<file path="src/rtl/dnn_deint_pkg.sv">
// Shared types, width helpers and the saturating add for deinterleave_accum.
// Saturation is only used when DEINT_SAT_EN is defined.
package dnn_deint_pkg;

  typedef enum logic [1:0] {
    ST_IDLE  = 2'd0,
    ST_ACCUM = 2'd1,
    ST_DRAIN = 2'd2
  } state_t;

  // Never returns 0 so degenerate sizes still give a legal vector.
  function automatic int wclog2(input int n);
    return (n <= 1) ? 1 : $clog2(n);
  endfunction

  function automatic int row_w(input int p, input int z);
    return wclog2(p / z);
  endfunction

  function automatic int chunk_w(input int p, input int z);
    return wclog2(p / z);
  endfunction

  function automatic int cyc_w(input int fo, input int p, input int z);
    return wclog2(fo * p / z);
  endfunction

  function automatic int ssa_w(input int fo, input int z);
    return wclog2(fo * z);
  endfunction

  // a + b clamped to the signed range of an aw-bit value (aw <= 63).
  function automatic logic signed [63:0] sat_add(input logic signed [63:0] a,
                                                 input logic signed [63:0] b,
                                                 input int aw);
    logic signed [63:0] s, hi, lo;
    s  = a + b;
    hi = (64'sd1 <<< (aw - 1)) - 64'sd1;
    lo = -hi - 64'sd1;
    if (s > hi)      return hi;
    else if (s < lo) return lo;
    else             return s;
  endfunction

endpackage

</file>
<file path="src/rtl/deint_lane.sv">
// One lane of deinterleave_accum: p/z accumulators with add, clear and
// combinational read. Adds saturate when DEINT_SAT_EN is defined, else wrap.
module deint_lane
  import dnn_deint_pkg::*;
#(
  parameter int p  = 32,
  parameter int z  = 8,
  parameter int W  = 16,
  parameter int AW = 24
) (
  input  logic                   clk,
  input  logic                   reset,
  input  logic                   add_en,
  input  logic [row_w(p,z)-1:0]  add_row,
  input  logic [W-1:0]           add_data,
  input  logic                   clr_en,
  input  logic [row_w(p,z)-1:0]  clr_row,
  input  logic [row_w(p,z)-1:0]  rd_row,
  output logic [AW-1:0]          rd_data
);

  localparam int ROWS = p / z;

  logic [AW-1:0]        acc [ROWS];
  logic signed [AW-1:0] ext;
  logic signed [AW-1:0] sum;

  always_comb begin
    ext = AW'($signed(add_data));
`ifdef DEINT_SAT_EN
    sum = AW'(sat_add(64'($signed(acc[add_row])), 64'(ext), AW));
`else
    sum = $signed(acc[add_row]) + ext;
`endif
  end

  // Adds happen only in ACCUM and clears only in DRAIN, so they never collide.
  always_ff @(posedge clk or posedge reset) begin
    if (reset) begin
      for (int i = 0; i < ROWS; i++) acc[i] <= '0;
    end else begin
      if (add_en) acc[add_row] <= sum;
      if (clr_en) acc[clr_row] <= '0;
    end
  end

  assign rd_data = acc[rd_row];

endmodule

</file>
<file path="src/rtl/deinterleave_accum.sv">
// Backward-path deinterleaving accumulator: scatters z lane values per beat into
// per-neuron sums, then drains one row of z sums per beat. Option: DEINT_SAT_EN.
module deinterleave_accum
  import dnn_deint_pkg::*;
#(
  parameter int fo = 2,
  parameter int p  = 32,
  parameter int z  = 8,
  parameter int W  = 16,
  parameter int AW = 24
) (
  input  logic                      clk,
  input  logic                      reset,
  input  logic                      ss_wr_en,
  input  logic [ssa_w(fo,z)-1:0]    ss_wr_addr,
  input  logic [chunk_w(p,z)-1:0]   ss_wr_data,
  input  logic                      start,
  input  logic                      in_valid,
  output logic                      in_ready,
  input  logic [W*z-1:0]            in_data,
  output logic                      out_valid,
  input  logic                      out_ready,
  output logic [row_w(p,z)-1:0]     out_row,
  output logic [AW*z-1:0]           out_data,
  output logic                      busy,
  output logic                      done
);

  localparam int ROWS  = p / z;
  localparam int BEATS = fo * ROWS;
  localparam int RW    = row_w(p, z);
  localparam int CW    = cyc_w(fo, p, z);
  localparam int SAW   = ssa_w(fo, z);

  state_t              state, state_nx;
  logic [CW-1:0]       c;
  logic [RW-1:0]       r;
  logic [RW-1:0]       ss [fo*z];
  logic [CW-1:0]       sweep;
  logic [RW-1:0]       k;
  logic                beat, pop, last_beat, last_row;
  logic [z-1:0][RW-1:0] rows;
  logic [z-1:0][AW-1:0] rd;

  assign beat      = (state == ST_ACCUM) && in_valid;
  assign pop       = (state == ST_DRAIN) && out_ready;
  assign last_beat = (c == CW'(BEATS - 1));
  assign last_row  = (r == RW'(ROWS - 1));

  always_ff @(posedge clk or posedge reset) begin
    if (reset) state <= ST_IDLE;
    else       state <= state_nx;
  end

  always_comb begin
    state_nx = state;
    case (state)
      ST_IDLE:  if (start)                 state_nx = ST_ACCUM;
      ST_ACCUM: if (beat && last_beat)     state_nx = ST_DRAIN;
      ST_DRAIN: if (pop && last_row)       state_nx = ST_IDLE;
      default:                             state_nx = ST_IDLE;
    endcase
  end

  // BEATS and ROWS are powers of two, so c and r wrap to 0 on their own.
  always_ff @(posedge clk or posedge reset) begin
    if (reset) begin
      c <= '0;
      r <= '0;
    end else begin
      if (state == ST_IDLE && start) c <= '0;
      else if (beat)                 c <= c + 1'b1;
      if (pop)                       r <= r + 1'b1;
    end
  end

  always_ff @(posedge clk or posedge reset) begin
    if (reset) begin
      for (int i = 0; i < fo*z; i++) ss[i] <= '0;
    end else if (state == ST_IDLE && ss_wr_en) begin
      ss[ss_wr_addr] <= ss_wr_data;
    end
  end

  assign sweep = c >> RW;
  assign k     = c[RW-1:0];

  for (genvar g = 0; g < z; g++) begin : g_lane
    // Row wraps modulo p/z through the natural RW-bit add.
    assign rows[g] = ss[SAW'(sweep * z + g)] + k;

    deint_lane #(.p(p), .z(z), .W(W), .AW(AW)) u_lane (
      .clk      (clk),
      .reset    (reset),
      .add_en   (beat),
      .add_row  (rows[g]),
      .add_data (in_data[W*g +: W]),
      .clr_en   (pop),
      .clr_row  (r),
      .rd_row   (r),
      .rd_data  (rd[g])
    );
  end

  assign in_ready  = (state == ST_ACCUM);
  assign out_valid = (state == ST_DRAIN);
  assign busy      = (state != ST_IDLE);
  assign done      = pop && last_row;
  assign out_row   = r;
  assign out_data  = (state == ST_DRAIN) ? rd : '0;

endmodule

</file>
<file path="config.mk">
export PLATFORM = sky130hd
export DESIGN_NAME = deinterleave_accum
export DESIGN_NICKNAME = d
export VERILOG_FILES = /design/src/rtl/dnn_deint_pkg.sv /design/src/rtl/deint_lane.sv /design/src/rtl/deinterleave_accum.sv
export SDC_FILE = /design/constraint.sdc
export NUM_CORES = 2
export LEC_CHECK = 0
export ABC_AREA = 1
export ABC_CLOCK_PERIOD_IN_PS = 32600
export BUFFER_PORTS_ARGS = -buffer_cell sky130_fd_sc_hd__buf_2
export CAP_MARGIN = 20
export CORE_AREA = 10 10 396 398
export CTS_CLUSTER_DIAMETER = 100
export DETAILED_ROUTE_END_ITERATION = 8
export DIE_AREA = 0 0 406 408
export HOLD_SLACK_MARGIN = 0.1
export PLACE_DENSITY = 0.55
export RECOVER_POWER = 50
export SKIP_LAST_GASP = 1
export SYNTH_ARGS = -nofsm -noshare
export SYNTH_HDL_FRONTEND = slang
export SYNTH_SLANG_ARGS = --single-unit
export TNS_END_PERCENT = 1
</file>
<file path="constraint.sdc">
create_clock -name clk -period 32.6 [get_ports clk]
set_clock_uncertainty 0.15 [all_clocks]
set_input_delay 6.52 -clock clk [delete_from_list [all_inputs] [get_ports clk]]
set_output_delay 6.52 -clock clk [all_outputs]
set_load 0.02 [all_outputs]
</file>
### Word-level counts from Yosys, hierarchy flattened

Cells that the tools add are included.

* equality and inequality tests: 7
* bitwise gates (word level): 27
* shifts and indexed selects: 0
* $lt $le $gt $ge: 28
* add/subtract/negate cells: 25
* div/mod/pow operators: 0
* reductions and logical operators: 20
* multiply operators: 0
* muxes and demuxes: 124

Operator list (count)
* 96-bit 2-to-1 mux: 16
* 24-bit 2-to-1 mux: 41
* 96-bit bitwise AND: 8
* 24-bit binary-select mux with 2-bit select: 16
* 96-bit bitwise mux: 8
* 24-bit demux with 2-bit select: 9
* 24-bit by 16-bit adder with 24-bit output: 8
* 192-bit 2-to-1 mux: 1
* 96-bit inverter: 1
* 2-bit binary-select mux with 4-bit select: 8
* 5-bit greater-or-equal comparator, second input constant: 9
* 4-bit inverter with 5-bit output: 9
* 2-bit 2-to-1 mux: 20
* 32-bit bitwise mux: 1
* 3-bit greater-or-equal comparator, second input constant: 9
* 3-bit by 1-bit < comparator with 1-bit output, second input constant: 9
* 2-bit inverter with 3-bit output: 9
* 2-bit adder: 8
* 4-bit by 3-bit adder with 4-bit output, second input constant: 4
* 1-bit logical AND: 16
* 4-bit by 2-bit adder with 4-bit output, second input constant: 2
* 2-bit demux with 4-bit select: 1
* 3-bit 2-to-1 mux: 2
* 2-bit one-hot mux with 3 select lines: 1
* 12 further kinds: 15

* memory bits (writable): 0
* flip-flop bits (word level): 807
* bits in read-only memories: 0
* memories kept: 0
* input bits: 140
* latch bits: 0

### Longest topological paths before layout

* depth after elaboration: 15
* gate-level depth with buffers: 32

### Cells and area by module

From an unflattened synthesis, not the netlist that was laid out.

* cell total of the unflattened synthesis: 9483
* area total of the unflattened synthesis: 61859.3 um^2

Modules (own cells, without submodules)
* deint_lane (g_lane[1].u_lane ...): sequential area each 2402.3 um^2, times used 5, cells each 1094, area an instance 7184.4 um^2
* deint_lane (g_lane[0].u_lane): sequential area each 2402.3 um^2, times used 1, cells each 1099, area an instance 7360.8 um^2
* deint_lane (g_lane[6].u_lane): sequential area each 2402.3 um^2, times used 1, cells each 1096, area an instance 7259.5 um^2
* deint_lane (g_lane[5].u_lane): sequential area each 2402.3 um^2, times used 1, cells each 1090, area an instance 7249.5 um^2
* deinterleave_accum: sequential area each 975.9 um^2, times used 1, cells each 728, area an instance 4067.7 um^2

### Worst setup path after synthesis

No wires, ideal clock.

* path type: input-to-output
* start point: in out_ready
* end point: out done
* arrival: 7.351 ns
* stages on the path: 5
* setup slack: 18.579 ns
* buffers on the path: 1
* cells stage by stage: nand2_1 -> inv_2 -> nand2_1 -> inv_2 -> clkbuf_1

* cells in the longest elaborated chain, start to end: 2

RTL lines
* start, declared: line deinterleave_accum.sv:22 `input logic out_ready,`
* 1-bit logical AND: line deinterleave_accum.sv:46 `assign pop = (state == ST_DRAIN) && out_ready;`
* 1-bit logical AND: line deinterleave_accum.sv:108 `assign done = pop && last_row;`
* end, declared: line deinterleave_accum.sv:26 `output logic done`

No other way between the ends.

### Worst setup path in the final report

Ends and elaborated chain as after synthesis.

==> impl_summary.md <==
Critical path
The worst setup path is captured at an output pin. The setup path with the least slack is of type primary input to output pin. Counting both buffers and inverters, the worst setup path holds a total of 4. For the worst setup path, the data arrival time is 11.99 ns. The reg2reg setup slack is 24.62 ns. In this run the worst path has a maximum fanout of 46. The stage delay of the slowest cell on the critical path is 2.47 ns. The worst register-to-register path begins at out_row[0]. The endpoint identified for the worst register-to-register timing path is g_lane[4].u_lane.acc[95].

Data on the critical path is required at its endpoint by 25.93 ns. STA classifies the critical path startpoint as a primary input. The standard cell with the maximum stage delay on the critical path is sky130_fd_sc_hd__clkinvlp_2. The critical path goes through clkbuf_1 -> nand2_1 -> inv_1 -> nand2_1 -> clkinvlp_2 -> buf_2. In this design, the critical path's most frequently occurring cell is sky130_fd_sc_hd__nand2_1.

In this design, the largest share of critical-path delay is due to buffers and inverters. The number of cells on the worst reg-to-reg path is 7.

Synthesis
The sequential cell area fraction in the yosys report is 34.08%. Counting flops with a built-in enable in the synthesized netlist gives 0. The Yosys step of the flow raised 0 warnings. After technology mapping, the gate count stands at 8900. For this run, asynchronously set or reset flops after synthesis account for 100.0%. Counting flops and latches in the post-synthesis netlist gives about 810. The combined area of all synthesized cells is 59260 sq um. For this run, the leading register cell type out of synthesis is sky130_fd_sc_hd__dfrtp_1. The post-synthesis cell type count is 42. The number of nets handed over by synthesis was 9254. The average instance in the mapped netlist occupies 6.658 sq um.

Floorplan
The die is 408 um tall. In this run the standard cell core region covers roughly 150000 sq um. The starting utilization of the core area is 39.80%. The floorplan has about 140 rows.

The number of I/O pins is 338. The full die area is 165600 sq um. The horizontal die dimension is 406 um.

Run status
The flow ran to the end, but the final reports show violations. The checks that failed: max-capacitance violations, max-slew violations.

Route
The overall via count from detail_route is 60380. The detailed-route DRC error count is 0. Before antenna repair, the detailed router went through 6 iterations. In this run the remaining antenna-violating nets after routing total 0. The vias per cell is between 5 and 6. The post-detailed-route wirelength per cell is between 20 and 25 um.

The total wire length after detailed routing is 230.9 mm. The number of DRC markers after the initial detailed-route iteration is ~5700.

GRT
The initial antenna violation count is 10. The pin count of the biggest net entering global routing is 179. The number of global-route vias before repair is 58000. The first global-routing pass estimated 351.1 mm of wire.

In the global route stage, overall resource usage came out at between 20% and 30%. The total overflow left after global routing is 0.

Place
Before CTS, the worst setup slack after placement is 17.43 ns. Input and output buffers added on the ports amount to 337. The detailed placement HPWL is 150.9 mm. The area of placed instances is slightly above 60000 sq um. The routability congestion estimate from global placement is roughly 0.96.

Clocking
The number of cells upsized or downsized after cts is 0. Clock-pin slew was measured on the worst setup and hold paths at 0.06 ns. The insertion delay to the later sink of the worst-skew pair is about 0.73 ns. The clock passes through at most 3 buffers. The count of clock tree sinks is 807.

The hold buffer count at cts is 0. The count of H-tree levels built during CTS is 3. The number of setup buffers added after CTS is 0. The TritonCTS buffer count is 101. TritonCTS built the clock tree. The cell sitting at the root of the clock tree is a sky130_fd_sc_hd__clkbuf_16.

Timing
Based on the critical path, the design can be clocked at up to around 54 MHz. The slew at the pin closest to its max-slew limit is 4.348 ns. The clock period minus worst slack is approximately 19 ns. The worst pin sits at a relative slew slack of -191.4%. Dividing the final minimum period by the clock period gives a little under three fifths. Setup repair after global routing left no endpoint under its margin.

Setup violations remaining at the end of the flow were counted as 0. The total negative slack for setup checks is 0 ns. Across all setup checks in the final design, the least slack found is 13.94 ns.

The number of hold-slack violations in the final timing report came to 0. The number of slew-limit violations in the final report is 1426.

Layout
The share of post-route cells with drive strength above 1 is about 7.3%. The area growth from synthesis to layout is 10.13%. The post-layout net count is 9333. The area used by multi-input combinational logic is 30610 sq um. The sequential cell area is about 20000 sq um.

The filler cells instantiated in the layout total 15840. The total non-filler cell area in the finished layout is around 65000 sq um.

Flow run
The number of max-capacitance violations reported is 37.

Hold path
The worst hold path terminates at ss[6]. The launch instance of the worst min-delay path is ss[6]. The worst hold path depth is 2.

The min-delay analysis places its worst path in the category flip-flop to flip-flop.
-- state kept, by name, indices dropped and copies added (netlist names) --
name,cells
ss,32
out_row,2
state,2
c,3
g_lane.u_lane.acc,768
-- cells in the final DEF, fill, tap and decap left out, drive strengths merged, types with 65 or more instances in the layout --
master and n:
nand2 1793, inv 1709, a21oi 1268, dfrtp 807, o21ai 752, nand3 617
nor2 608, buf 378, ha 206, clkbuf 158, o21a 142, o221ai 117
o211ai 115, nand4 65
-- how the worst max path moves through the flow --
stage,start,endpoint,slack [ns],depth (start not counted)
after floorplan,reset,c[0],3.27,1
after global placement,out_ready,done,17.45,6
after global routing,out_ready,done,13.65,6
final,out_ready,done,13.94,6
after detailed placement,out_ready,done,17.43,6
after CTS,out_ready,done,17.43,6
-- synthesized netlist by cell type (8+ instances only) --
| library cell | number | area share (%) |
|---|---|---|
| sky130_fd_sc_hd__a21o_1 | 25 | 0.32 |
| sky130_fd_sc_hd__a21oi_1 | 1263 | 11 |
| sky130_fd_sc_hd__a22oi_1 | 37 | 0.47 |
| sky130_fd_sc_hd__and2_1 | 8 | 0.084 |
| sky130_fd_sc_hd__buf_1 | 47 | 0.30 |
| sky130_fd_sc_hd__buf_2 | 120 | 1.0 |
| sky130_fd_sc_hd__buf_4 | 17 | 0.22 |
| sky130_fd_sc_hd__buf_6 | 14 | 0.27 |
| sky130_fd_sc_hd__clkbuf_1 | 223 | 1.4 |
| sky130_fd_sc_hd__dfrtp_1 | 807 | 34 |
| sky130_fd_sc_hd__fa_1 | 8 | 0.27 |
| sky130_fd_sc_hd__ha_1 | 206 | 4.3 |
| sky130_fd_sc_hd__inv_1 | 1654 | 10 |
| sky130_fd_sc_hd__inv_2 | 50 | 0.32 |
| sky130_fd_sc_hd__nand2_1 | 1772 | 11 |
| sky130_fd_sc_hd__nand2_2 | 14 | 0.15 |
| sky130_fd_sc_hd__nand3_1 | 616 | 5.2 |
| sky130_fd_sc_hd__nand4_1 | 65 | 0.69 |
| sky130_fd_sc_hd__nor2_1 | 573 | 3.6 |
| sky130_fd_sc_hd__nor2_4 | 21 | 0.40 |
| sky130_fd_sc_hd__nor3_1 | 37 | 0.31 |
| sky130_fd_sc_hd__o2111ai_1 | 37 | 0.55 |
| sky130_fd_sc_hd__o211ai_1 | 115 | 1.5 |
| sky130_fd_sc_hd__o21a_1 | 142 | 1.8 |
| sky130_fd_sc_hd__o21ai_0 | 740 | 6.2 |
| sky130_fd_sc_hd__o21ai_1 | 12 | 0.10 |
| sky130_fd_sc_hd__o21bai_1 | 25 | 0.32 |
| sky130_fd_sc_hd__o221ai_1 | 117 | 1.7 |
| sky130_fd_sc_hd__or2_2 | 20 | 0.21 |
| sky130_fd_sc_hd__xnor2_1 | 27 | 0.40 |
| sky130_fd_sc_hd__xor2_1 | 43 | 0.64 |
-- cell families after synthesis --
logic type,Yosys count,synth area share [%]
simple gates,3153,22.42
compound gates,2525,23.81
xor+xnor,70,1.035
flops,807,34.08
fa+ha+maj,214,4.620
buf+inv,2131,14.04
-- worst reg2reg max path, cell delays in order (launching register included) --
cell                       delay, ns
sky130_fd_sc_hd__dfrtp_4        0.86
sky130_fd_sc_hd__inv_8          0.45
sky130_fd_sc_hd__buf_12         0.40
sky130_fd_sc_hd__ha_1           0.40
sky130_fd_sc_hd__nand2_1        2.06
sky130_fd_sc_hd__clkbuf_1       2.83
sky130_fd_sc_hd__o21ai_0        0.47
sky130_fd_sc_hd__a21oi_1        0.27
-- area by class of cell --
| type | instances | area share (%) |
|---|---|---|
| diodes | 2 | 0.007669 |
| clock buffers | 139 | 4.463 |
| clock inverters | 47 | 0.8723 |
| inverters | 1710 | 9.885 |
| multi-input cells | 5962 | 46.90 |
| flip-flops and latches | 807 | 30.96 |
| well taps | 1944 | 3.727 |
| repair buffers | 397 | 3.188 |
-- per-stage QoR --
step | utilization (%) | std cells | hold WS, ns
floorplan | - | 8900 | 0.3029
global placement | 41.66 | 10820 | 0.3172
detailed placement | 41.66 | 10820 | 0.3246
CTS | 44.00 | 11000 | 0.3397
global route | 43.83 | 11010 | 0.3506
finish | 43.83 | 11010 | 0.3364
-- per-layer routing --
metal  track usage, %  part of all wire [%]  vias up
met2            43.86                    46     2283
met5                0                 0.016        -
met1            35.86                    43    28630
met3            4.605                   7.4      417
li1                 -                     -    29050
met4            8.726                   3.3        6
Power is left out: the tool's default activity adds up to more than one toggle a clock period on the data nets, which glitch-free logic cannot reach.
